==> config.mk <==
export PLATFORM = sky130hd
export DESIGN_NAME = alu_op_sequencer
export DESIGN_NICKNAME = d
export VERILOG_FILES = /design/src/rtl/alu_seq_pkg.sv /design/src/rtl/alu_seq_decode.sv /design/src/rtl/alu_op_sequencer.sv
export SDC_FILE = /design/constraint.sdc
export NUM_CORES = 1
export LEC_CHECK = 0
export ABC_CLOCK_PERIOD_IN_PS = 1800
export CORE_MARGIN = 2
export CORE_UTILIZATION = 55
export CTS_BUF_LIST = sky130_fd_sc_hd__clkbuf_8
export DETAILED_ROUTE_END_ITERATION = 6
export GPL_ROUTABILITY_DRIVEN = 1
export HOLD_SLACK_MARGIN = 0.12
export PLACE_DENSITY = 0.93
export SYNTH_ARGS = -nofsm -noshare
export SYNTH_HDL_FRONTEND = slang
export SYNTH_HIERARCHICAL = 1
export SYNTH_SLANG_ARGS = --single-unit
==> constraint.sdc <==
create_clock -name clk -period 1.8 [get_ports clk]
set_clock_uncertainty 0.05 [all_clocks]
set_input_delay 0.36 -clock clk [delete_from_list [all_inputs] [get_ports clk]]
set_output_delay 0.36 -clock clk [all_outputs]
set_load 0.005 [all_outputs]
==> src/rtl/alu_seq_pkg.sv <==
// Shared constants and types for the ALU op sequencer: control codes,
// instruction fields, FSM states, instruction classes and error codes.
package alu_seq_pkg;

    localparam logic [4:0] CT_NOP   = 5'b11111;
    localparam logic [4:0] CT_ADD   = 5'b00001;
    localparam logic [4:0] CT_ADDU  = 5'b01011;
    localparam logic [4:0] CT_SUB   = 5'b00010;
    localparam logic [4:0] CT_AND   = 5'b00011;
    localparam logic [4:0] CT_OR    = 5'b01000;
    localparam logic [4:0] CT_XOR   = 5'b00110;
    localparam logic [4:0] CT_SLT   = 5'b00111;
    localparam logic [4:0] CT_SHIFT = 5'b10010;
    localparam logic [4:0] CT_MFHI  = 5'b01100;
    localparam logic [4:0] CT_MFLO  = 5'b01101;
    localparam logic [4:0] CT_JR    = 5'b00000;
    localparam logic [4:0] CT_MULT  = 5'b01010;
    localparam logic [4:0] CT_DIV   = 5'b01001;
    localparam logic [4:0] CT_BEQ   = 5'b01111;
    localparam logic [4:0] CT_BNE   = 5'b01110;
    localparam logic [4:0] CT_BLEZ  = 5'b10000;
    localparam logic [4:0] CT_BGTZ  = 5'b10001;

    localparam logic [5:0] OP_RTYPE = 6'h00;
    localparam logic [5:0] OP_ADDI  = 6'h08;
    localparam logic [5:0] OP_ADDIU = 6'h09;
    localparam logic [5:0] OP_LW    = 6'h23;
    localparam logic [5:0] OP_SW    = 6'h2B;
    localparam logic [5:0] OP_BEQ   = 6'h04;
    localparam logic [5:0] OP_BNE   = 6'h05;
    localparam logic [5:0] OP_BLEZ  = 6'h06;
    localparam logic [5:0] OP_BGTZ  = 6'h07;

    localparam logic [5:0] FN_SLL   = 6'h00;
    localparam logic [5:0] FN_SRL   = 6'h02;
    localparam logic [5:0] FN_SRA   = 6'h03;
    localparam logic [5:0] FN_SLLV  = 6'h04;
    localparam logic [5:0] FN_SRAV  = 6'h07;
    localparam logic [5:0] FN_JR    = 6'h08;
    localparam logic [5:0] FN_MFHI  = 6'h10;
    localparam logic [5:0] FN_MFLO  = 6'h12;
    localparam logic [5:0] FN_MULT  = 6'h18;
    localparam logic [5:0] FN_DIV   = 6'h1A;
    localparam logic [5:0] FN_ADD   = 6'h20;
    localparam logic [5:0] FN_ADDU  = 6'h21;
    localparam logic [5:0] FN_SUB   = 6'h22;
    localparam logic [5:0] FN_AND   = 6'h24;
    localparam logic [5:0] FN_OR    = 6'h25;
    localparam logic [5:0] FN_XOR   = 6'h26;
    localparam logic [5:0] FN_SLT   = 6'h2A;

    localparam logic [1:0] ERR_NONE     = 2'b00;
    localparam logic [1:0] ERR_ILLEGAL  = 2'b01;
    localparam logic [1:0] ERR_DIV_ZERO = 2'b10;
    localparam logic [1:0] ERR_TIMEOUT  = 2'b11;

    typedef enum logic [2:0] {
        ST_IDLE     = 3'd0,
        ST_EXEC     = 3'd1,
        ST_MD_ISSUE = 3'd2,
        ST_MD_WAIT  = 3'd3,
        ST_FINISH   = 3'd4,
        ST_ERROR    = 3'd5
    } state_t;

    typedef enum logic [1:0] {
        CLS_SINGLE  = 2'd0,
        CLS_MD      = 2'd1,
        CLS_ILLEGAL = 2'd2
    } op_class_t;

endpackage

==> src/rtl/alu_seq_decode.sv <==
// Combinational instruction classifier: opcode/funct -> ALU control code and
// instruction class. Unknown combinations come back as ILLEGAL with NOP code.
module alu_seq_decode
    import alu_seq_pkg::*;
(
    input  logic [5:0] opcode,
    input  logic [5:0] funct,
    output logic [4:0] code,
    output op_class_t  cls
);

    always_comb begin
        code = CT_NOP;
        cls  = CLS_ILLEGAL;
        case (opcode)
            OP_RTYPE: begin
                cls = CLS_SINGLE;
                case (funct)
                    FN_ADD:  code = CT_ADD;
                    FN_ADDU: code = CT_ADDU;
                    FN_SUB:  code = CT_SUB;
                    FN_AND:  code = CT_AND;
                    FN_OR:   code = CT_OR;
                    FN_XOR:  code = CT_XOR;
                    FN_SLT:  code = CT_SLT;
                    FN_SLL, FN_SRL, FN_SRA, FN_SLLV, FN_SRAV: code = CT_SHIFT;
                    FN_MFHI: code = CT_MFHI;
                    FN_MFLO: code = CT_MFLO;
                    FN_JR:   code = CT_JR;
                    FN_MULT: begin
                        code = CT_MULT;
                        cls  = CLS_MD;
                    end
                    FN_DIV: begin
                        code = CT_DIV;
                        cls  = CLS_MD;
                    end
                    default: begin
                        code = CT_NOP;
                        cls  = CLS_ILLEGAL;
                    end
                endcase
            end
            OP_ADDI: begin
                code = CT_ADD;
                cls  = CLS_SINGLE;
            end
            OP_ADDIU, OP_LW, OP_SW: begin
                code = CT_ADDU;
                cls  = CLS_SINGLE;
            end
            OP_BEQ: begin
                code = CT_BEQ;
                cls  = CLS_SINGLE;
            end
            OP_BNE: begin
                code = CT_BNE;
                cls  = CLS_SINGLE;
            end
            OP_BLEZ: begin
                code = CT_BLEZ;
                cls  = CLS_SINGLE;
            end
            OP_BGTZ: begin
                code = CT_BGTZ;
                cls  = CLS_SINGLE;
            end
            default: begin
                code = CT_NOP;
                cls  = CLS_ILLEGAL;
            end
        endcase
    end

endmodule

==> src/rtl/alu_op_sequencer.sv <==
// Multicycle sequencer for the ALU control decoder: issues one control code
// per accepted instruction and waits on the mult/div unit for MD operations.
module alu_op_sequencer
    import alu_seq_pkg::*;
#(
    parameter int MD_TIMEOUT = 40,
    parameter int CNT_W      = 6
) (
    input  logic       clk,
    input  logic       reset_n,
    input  logic       start,
    input  logic [5:0] opcode,
    input  logic [5:0] funct,
    input  logic       md_done,
    input  logic       md_div_zero,
    output logic [4:0] controlType,
    output logic       busy,
    output logic       done,
    output logic       err,
    output logic [1:0] err_code,
    output logic [2:0] dbg_state
);

    // Handshake: start is honoured only while busy is low; every output is a
    // flop, so a response is visible the cycle after the deciding edge.
    localparam logic [CNT_W-1:0] CNT_LIMIT = CNT_W'(MD_TIMEOUT - 1);

    state_t           state_q, state_d;
    logic [5:0]       opcode_q, opcode_d;
    logic [5:0]       funct_q, funct_d;
    logic [CNT_W-1:0] cnt_q, cnt_d;
    logic [4:0]       ct_q, ct_d;
    logic             busy_q, busy_d;
    logic             done_q, done_d;
    logic             err_q, err_d;
    logic [1:0]       errc_q, errc_d;

    logic [4:0]       dec_code;
    op_class_t        dec_cls;
    logic             is_div;

    alu_seq_decode u_decode (
        .opcode (opcode),
        .funct  (funct),
        .code   (dec_code),
        .cls    (dec_cls)
    );

    assign is_div = (opcode_q == OP_RTYPE) && (funct_q == FN_DIV);

    always_comb begin
        state_d  = state_q;
        opcode_d = opcode_q;
        funct_d  = funct_q;
        cnt_d    = cnt_q;
        ct_d     = CT_NOP;
        errc_d   = ERR_NONE;
        case (state_q)
            ST_IDLE: begin
                if (start) begin
                    opcode_d = opcode;
                    funct_d  = funct;
                    case (dec_cls)
                        CLS_SINGLE: begin
                            state_d = ST_EXEC;
                            ct_d    = dec_code;
                        end
                        CLS_MD: begin
                            state_d = ST_MD_ISSUE;
                            ct_d    = dec_code;
                        end
                        default: begin
                            state_d = ST_ERROR;
                            errc_d  = ERR_ILLEGAL;
                        end
                    endcase
                end
            end
            ST_MD_ISSUE: begin
                cnt_d   = '0;
                state_d = ST_MD_WAIT;
            end
            ST_MD_WAIT: begin
                // A result arriving on the limit edge takes priority over the timeout.
                if (md_done) begin
                    if (is_div && md_div_zero) begin
                        state_d = ST_ERROR;
                        errc_d  = ERR_DIV_ZERO;
                    end else begin
                        state_d = ST_FINISH;
                    end
                end else if (cnt_q == CNT_LIMIT) begin
                    state_d = ST_ERROR;
                    errc_d  = ERR_TIMEOUT;
                end else begin
                    cnt_d = cnt_q + 1'b1;
                end
            end
            default: state_d = ST_IDLE;
        endcase
        busy_d = (state_d != ST_IDLE);
        done_d = (state_d == ST_EXEC) || (state_d == ST_FINISH);
        err_d  = (state_d == ST_ERROR);
    end

    always_ff @(posedge clk or negedge reset_n) begin
        if (!reset_n) begin
            state_q  <= ST_IDLE;
            opcode_q <= '0;
            funct_q  <= '0;
            cnt_q    <= '0;
            ct_q     <= CT_NOP;
            busy_q   <= 1'b0;
            done_q   <= 1'b0;
            err_q    <= 1'b0;
            errc_q   <= ERR_NONE;
        end else begin
            state_q  <= state_d;
            opcode_q <= opcode_d;
            funct_q  <= funct_d;
            cnt_q    <= cnt_d;
            ct_q     <= ct_d;
            busy_q   <= busy_d;
            done_q   <= done_d;
            err_q    <= err_d;
            errc_q   <= errc_d;
        end
    end

    assign controlType = ct_q;
    assign busy        = busy_q;
    assign done        = done_q;
    assign err         = err_q;
    assign err_code    = errc_q;
    assign dbg_state   = state_q;

endmodule

# After elaboration in Yosys (flattened, before gate mapping)
# Cells that the tools add are included.
[classes]
n_addsub = 1
reduce_logical = 18
n_eq_ne = 34
muxes = 22
[op_table]
columns = ["cell", "count"]
rows = [
  ["5-bit one-hot mux with 13 select lines", 1],
  ["6-bit == test (second input constant)", 10],
  ["6-bit by 3-bit == test with 1-bit output (second input constant)", 6],
  ["5-bit one-hot mux with 7 select lines", 1],
  ["6-bit by 5-bit == test with 1-bit output (second input constant)", 5],
  ["6-bit by 4-bit == test with 1-bit output (second input constant)", 3],
  ["6-bit logical NOT", 3],
  ["5-bit two-way mux", 3],
  ["15-bit OR reduction", 1],
  ["6-bit by 2-bit == test with 1-bit output (second input constant)", 2],
  ["6-bit two-way mux", 2],
  ["2-bit one-hot mux with 2 select lines", 3],
  ["6-bit one-hot mux with 2 select lines", 1],
  ["3-bit two-way mux", 3],
  ["3-bit one-hot mux with 3 select lines", 1],
  ["8-bit OR reduction", 1],
  ["6-bit by 1-bit adder with 6-bit output (second input constant)", 1],
  ["3-bit by 2-bit == test with 1-bit output (second input constant)", 2],
  ["3-bit == test (second input constant)", 2],
  ["2-bit two-way mux", 3],
  ["3-bit one-hot mux with 2 select lines", 1],
  ["5-bit OR reduction", 1],
  ["2-bit inequality test (second input constant)", 2],
  ["2-bit OR reduction", 2],
  ["other kinds (12)", 15],
]
[word_totals]
regBits = 31
output_inout_bits = 13
wordCells = 84
input_bits = 17

# Depth between registers and ports, before layout
[logic_depth]
word_depth = 10
ltp_mapped = 10
ltp_nobuf = 9

# Cells and area by module
# Netlist, hierarchy kept.
[by_module_without_submodules]
columns = ["mod", "instances", "area_each_um2", "cells_per_inst", "seq_area_each_um2"]
rows = [
  ["alu_op_sequencer", 1, 1315.0, 124, 782.0],
  ["alu_seq_decode", 1, 503.0, 67, 0.0],
]

# Worst setup path after synthesis
# Ideal clock, no wire load.
[synth_path]
path_kind = "input port to flip-flop"
startpoint = "input port opcode[1]"
endpoint = "register done_q, in the netlist done"
setup_ns = 0.128
setup_slack_ns = -0.439
n_path_buf = 1
cell_stages = 10
required_ns = 1.622
arrival_time_ns = 2.062
path_cell_list = "buf_4 -> nor4_4 -> nand2_2 -> a221o_2 -> nand2_1 -> nand2b_1 -> a21oi_1 -> a311oi_1 -> and2_1 -> nor4_1"
[synth_between]
elab_chain_cells = 9
elab_cells_between_ends = 19
classes_between = "eq/ne (11); mux (4); reduce/logical (4)"
[synth_rtl]
columns = ["element", "line_no", "text"]
rows = [
  ["start: declaration", "alu_op_sequencer.sv:12", "input logic [5:0] opcode,"],
  ["6-bit by 4-bit == test with 1-bit output, or another cell as far along", "alu_seq_decode.sv:15", "case (opcode)"],
  ["8-bit OR reduction (no source line)", "n/a", ""],
  ["2-bit one-hot mux with 2 select lines *", "alu_seq_decode.sv:15", ""],
  ["via dec_cls[1]", "alu_op_sequencer.sv:39", "op_class_t dec_cls;"],
  ["2-bit by 1-bit == test with 1-bit output / 2-bit logical NOT (equally long branches)", "alu_op_sequencer.sv:63", "case (dec_cls)"],
  ["3-bit one-hot mux with 2 select lines *", "alu_op_sequencer.sv:63", ""],
  ["3-bit two-way mux *", "alu_op_sequencer.sv:60", "if (start) begin"],
  ["3-bit one-hot mux with 3 select lines *", "alu_op_sequencer.sv:58", "case (state_q)"],
  ["via state_d[0]", "alu_op_sequencer.sv:28", "state_t state_q, state_d;"],
  ["3-bit by 1-bit == test with 1-bit output / 3-bit == test (equally long branches)", "alu_op_sequencer.sv:102", "done_d = (state_d == ST_EXEC) || (state_d == ST_FINISH);"],
  ["1-bit logical OR *", "alu_op_sequencer.sv:102", ""],
  ["via done_d", "alu_op_sequencer.sv:34", "logic done_q, done_d;"],
  ["end signal: assignment", "alu_op_sequencer.sv:124", "done_q <= done_d;"],
  ["end: declaration", "alu_op_sequencer.sv:34", ""],
]
# Mark *: on every way through the listed nets, which the timed path passes. The rest lies on a longest branch.
# A chain may end at the register's enable or synchronous reset.

# Worst setup path in the final report
[layout_path]
startpoint = "input port md_div_zero"
endpoint = "register done_q, in the netlist done"
[layout_between]
elab_chain_cells = 6
elab_cells_between_ends = 7
classes_between = "eq/ne (2); mux (3); reduce/logical (2)"
[layout_rtl]
columns = ["element", "line_no", "text"]
rows = [
  ["start: declaration", "alu_op_sequencer.sv:15", "input logic md_div_zero,"],
  ["1-bit logical AND *", "alu_op_sequencer.sv:86", "if (is_div && md_div_zero) begin"],
  ["1-bit two-way mux *", "alu_op_sequencer.sv:86", ""],
  ["3-bit two-way mux *", "alu_op_sequencer.sv:85", "if (md_done) begin"],
  ["3-bit one-hot mux with 3 select lines *", "alu_op_sequencer.sv:58", ""],
  ["via state_d[0]", "alu_op_sequencer.sv:28", ""],
  ["3-bit by 1-bit == test with 1-bit output / 3-bit == test (equally long branches)", "alu_op_sequencer.sv:102", ""],
  ["1-bit logical OR *", "alu_op_sequencer.sv:102", ""],
  ["via done_d", "alu_op_sequencer.sv:34", ""],
]
# Marks and branches as above.

==> impl_results.md <==
* Outcome: finished with violations
* Failing checks: setup timing
* Placer Congestion at 0.913
* Max Slew Vio Count at 0
* Grt total ovfl at 0
* CP Class: input port to flop
* CP Buf/Inv Count at 1
* Required @ worst endpoint at 1.91 ns
* Pwr dens at 702 mW/mm^2
* Vias in the first global route at 1804
* Clock slew at reported path FFs at 0.06 ns
* Post-route ant nets at 0
* Yosys top cell area share at between 30% and 40%
* Largest net degree at the start of global routing at 32
* DR WL/cell at 18.5 um
* Period Utilization, post-route at 102%
* Sequential element share of the synthesized area at 43.0%
* Commonest non-fill, non-tap cell in the layout: buf_4
* Critical path, cell by cell: clkdlybuf4s50_1 > nor4bb_4 > nand4_1 > a311oi_2 > and2_4 > nor4_4
* Worst Path Arrival at 1.95 ns
* Syn avg cell area at 9.52 um^2
* Combinational power share at 25.8%
* # rows at 20
* Hold slack at about 0.3 ns
* DRT iter0 DRCs at 156
* Synth Flop Type: dfrtp_1
* Clk pwr share at 29.8%
* Slew margin rel. at 73.2%
* Crit path largest cell delay at 0.49 ns
* Synth-to-Final Area Change at 47.6%
* GRT Util Overall at around a third
* Area occupied by multi-input gates at 0.00108 mm^2
* FFs w/ async S/R, synth at 100%
* Most frequent cells in the layout: 50 x buf_4, 40 x nand2_1, 26 x dfrtp_1
* Peak VDD IR at 0.584 mV
* CP delay by family, top: simple AND/OR/NAND/NOR gates
* Yosys warns at 6
* Slew @ Worst Pin at 0.397 ns
* Dpl ws at -0.802 ns
* Count of different cell masters after synthesis at 62
* Routed WL at between 5000 and 6000 um
* Die Y at 61.5 um
* Max Root-Sink Buffers at 2
* TritonRoute pass-1 iters at 5
* Register area at 782 um^2
* Root Buffer: clkbuf_8
* H-tree depth at 2
* Switch share at between 20 and 30%
* Flops & latches, synth at 31
* DP HPWL at between 3000 and 4000 um
* Synth top area cells: dfrtp_1 36%, nand2_1 8.7%, dfstp_2 7.2%
* # setup viols final at 1
* Setup WS post-layout at -0.0350 ns
* RSZ-0062 raised after global routing: yes
* Post-synth EDFFs at 0
* Internal Power at roughly 0.0013 W
* CTS tree: yes
* Clock sink count at 31
* Antenna Cells at 0
* Final nets at roughly 290
* Core Area at 0.00310 mm^2
* Clk_lat worst skew at slightly below 0.3 ns
* Slowest CP cell: clkdlybuf4s50_1
* Die area at 0.00378 mm^2
* Post-CTS Hold Buffers at 0
* HP Class: input port to flop
* Mapped Cells at approximately 190
* Max-cap viol count at 0
* Initial antenna violation count at 0
* Min Clock Period, post-route at 1.83 ns
* Post-route DRC at 0
* Sum Neg Setup Slack at -0.0350 ns
* Static leakage at 1.21 nW
* Filler cell count at 160
* Cell taking the most area after synthesis: dfrtp_1
* First-pass GRT wire length at around 8600 um
* Sequential power share at 44.4%
* Port-buffer cells at 29
* Layout cells sized above 1 at 40.1%
* Initial core utilization at 58.6%
* Synthesized area at around 0.0018 mm^2
* Num CTS Buffers at 5
* Worst Setup End Kind: flop
* I/O Pins at 30
* Avg Vias per Cell at 6.05
* Final Hold Fails at 0
* Syn Nets at roughly 210
* Fmax at 0.545 GHz
* Psw at 0.000564 W
* Startpoint Class: input port
* Die width at 61.5 um
* Worst Path Max Fanout at 2
* Via count at 1895
[sequential cells by signal (all words and copies together) (netlist names)]
name and count:
busy 1, err_code 2, err 1, funct_q 6
dbg_state 3, controlType 5, opcode_q 6, done 1
cnt_q 6
[metrics by stage]
| stage | utilization (%) | area (um^2) | std cells | power [W] |
|---|---|---|---|---|
| after floorplan | - | 1850 | 191 | 0.00103 |
| after CTS | 82.9 | 2570 | 311 | 0.00179 |
| after detailed placement | 78.6 | 2440 | 298 | 0.00123 |
| after global routing | 86.5 | 2680 | 313 | 0.00195 |
| after global placement | 78.6 | 2440 | 298 | 0.00120 |
| final | 86.5 | 2680 | 313 | 0.00188 |
[cell type report]
class | count | area share (%)
clock buffer | 6 | 3.08
multi-input combinational | 147 | 40.1
clock inverter | 2 | 0.326
tap | 44 | 2.05
timing repair buffer | 80 | 24.9
inverter | 3 | 0.420
sequential | 31 | 29.2
[synth_stat cells (2+ instances only)]
| library cell | instances |
|---|---|
| nand3_1 | 5 |
| nor4b_1 | 2 |
| and4bb_1 | 3 |
| o211ai_1 | 2 |
| o2111ai_1 | 3 |
| nor3_1 | 4 |
| nand3b_1 | 3 |
| nor4_1 | 2 |
| buf_4 | 3 |
| inv_1 | 2 |
| nor2_1 | 12 |
| a311oi_1 | 2 |
| dfstp_2 | 5 |
| dfrtp_1 | 26 |
| buf_2 | 2 |
| xor2_1 | 4 |
| nand2_1 | 42 |
| nand4b_1 | 2 |
| a21oi_1 | 3 |
| o21ai_0 | 7 |
| a211oi_1 | 3 |
| clkbuf_1 | 2 |
| buf_6 | 2 |
| or3_1 | 6 |
| nor2b_1 | 4 |
| nand2b_1 | 4 |
[layer usage]
layer / global-route usage (%) / vias to the layer above / wire length, um
met5: 0 / - / 0
met4: 14.3 / 0 / 226
met3: 4.83 / 27 / 381
met2: 55.8 / 137 / 2960
met1: 38.7 / 895 / 2210
li1: - / 836 / -
[path summary, 6_finish.rpt]
path                              from        endpoint  slack (ns)  cells past startpoint
hold / removal               opcode[3]     opcode_q[3]        0.30                      3
hold reg to reg            opcode_q[2]     opcode_q[2]        0.43                      2
max in group asynchronous      reset_n  controlType[1]        0.98                      2
min in group asynchronous      reset_n     opcode_q[1]        0.40                      2
setup reg to reg              cnt_q[1]            done        0.01                      6
setup / recovery           md_div_zero            done       -0.03                      6
[power by group through the flow]
stage / registers (W) / logic, W / clock network [W]
floorplan: 0.000825 / 0.000201 / 0
detailed placement: 0.000831 / 0.000394 / 0
finish: 0.000835 / 0.000486 / 0.000561
global placement: 0.000824 / 0.000377 / 0
CTS: 0.000820 / 0.000415 / 0.000551
global route: 0.000844 / 0.000518 / 0.000592
[cells by family after synthesis]
family	after synthesis	synth area share (%)
buf+inv	13	4.82
mux	2	1.17
simple gates	104	32.7
fa+ha+maj	1	0.688
compound gates	35	15.2
flops	31	43.0
xor+xnor	5	2.41
[worst reg2reg max path, delay by kind of cell (launching register included)]
| family | cells | cell delay (ns) |
|---|---|---|
| fa+ha+maj | 1 | 0.23 |
| flops | 1 | 0.39 |
| compound gates | 1 | 0.23 |
| simple gates | 4 | 0.77 |
[repair_timing]
action	in CTS	in global routing
setup endpoints to repair	11	8
pin swaps	12	14
hold endpoints to repair	0	0
gates cloned	0	0
setup buffers	5	3
resized for setup	42	39
(Power assumes the default switching activity.)
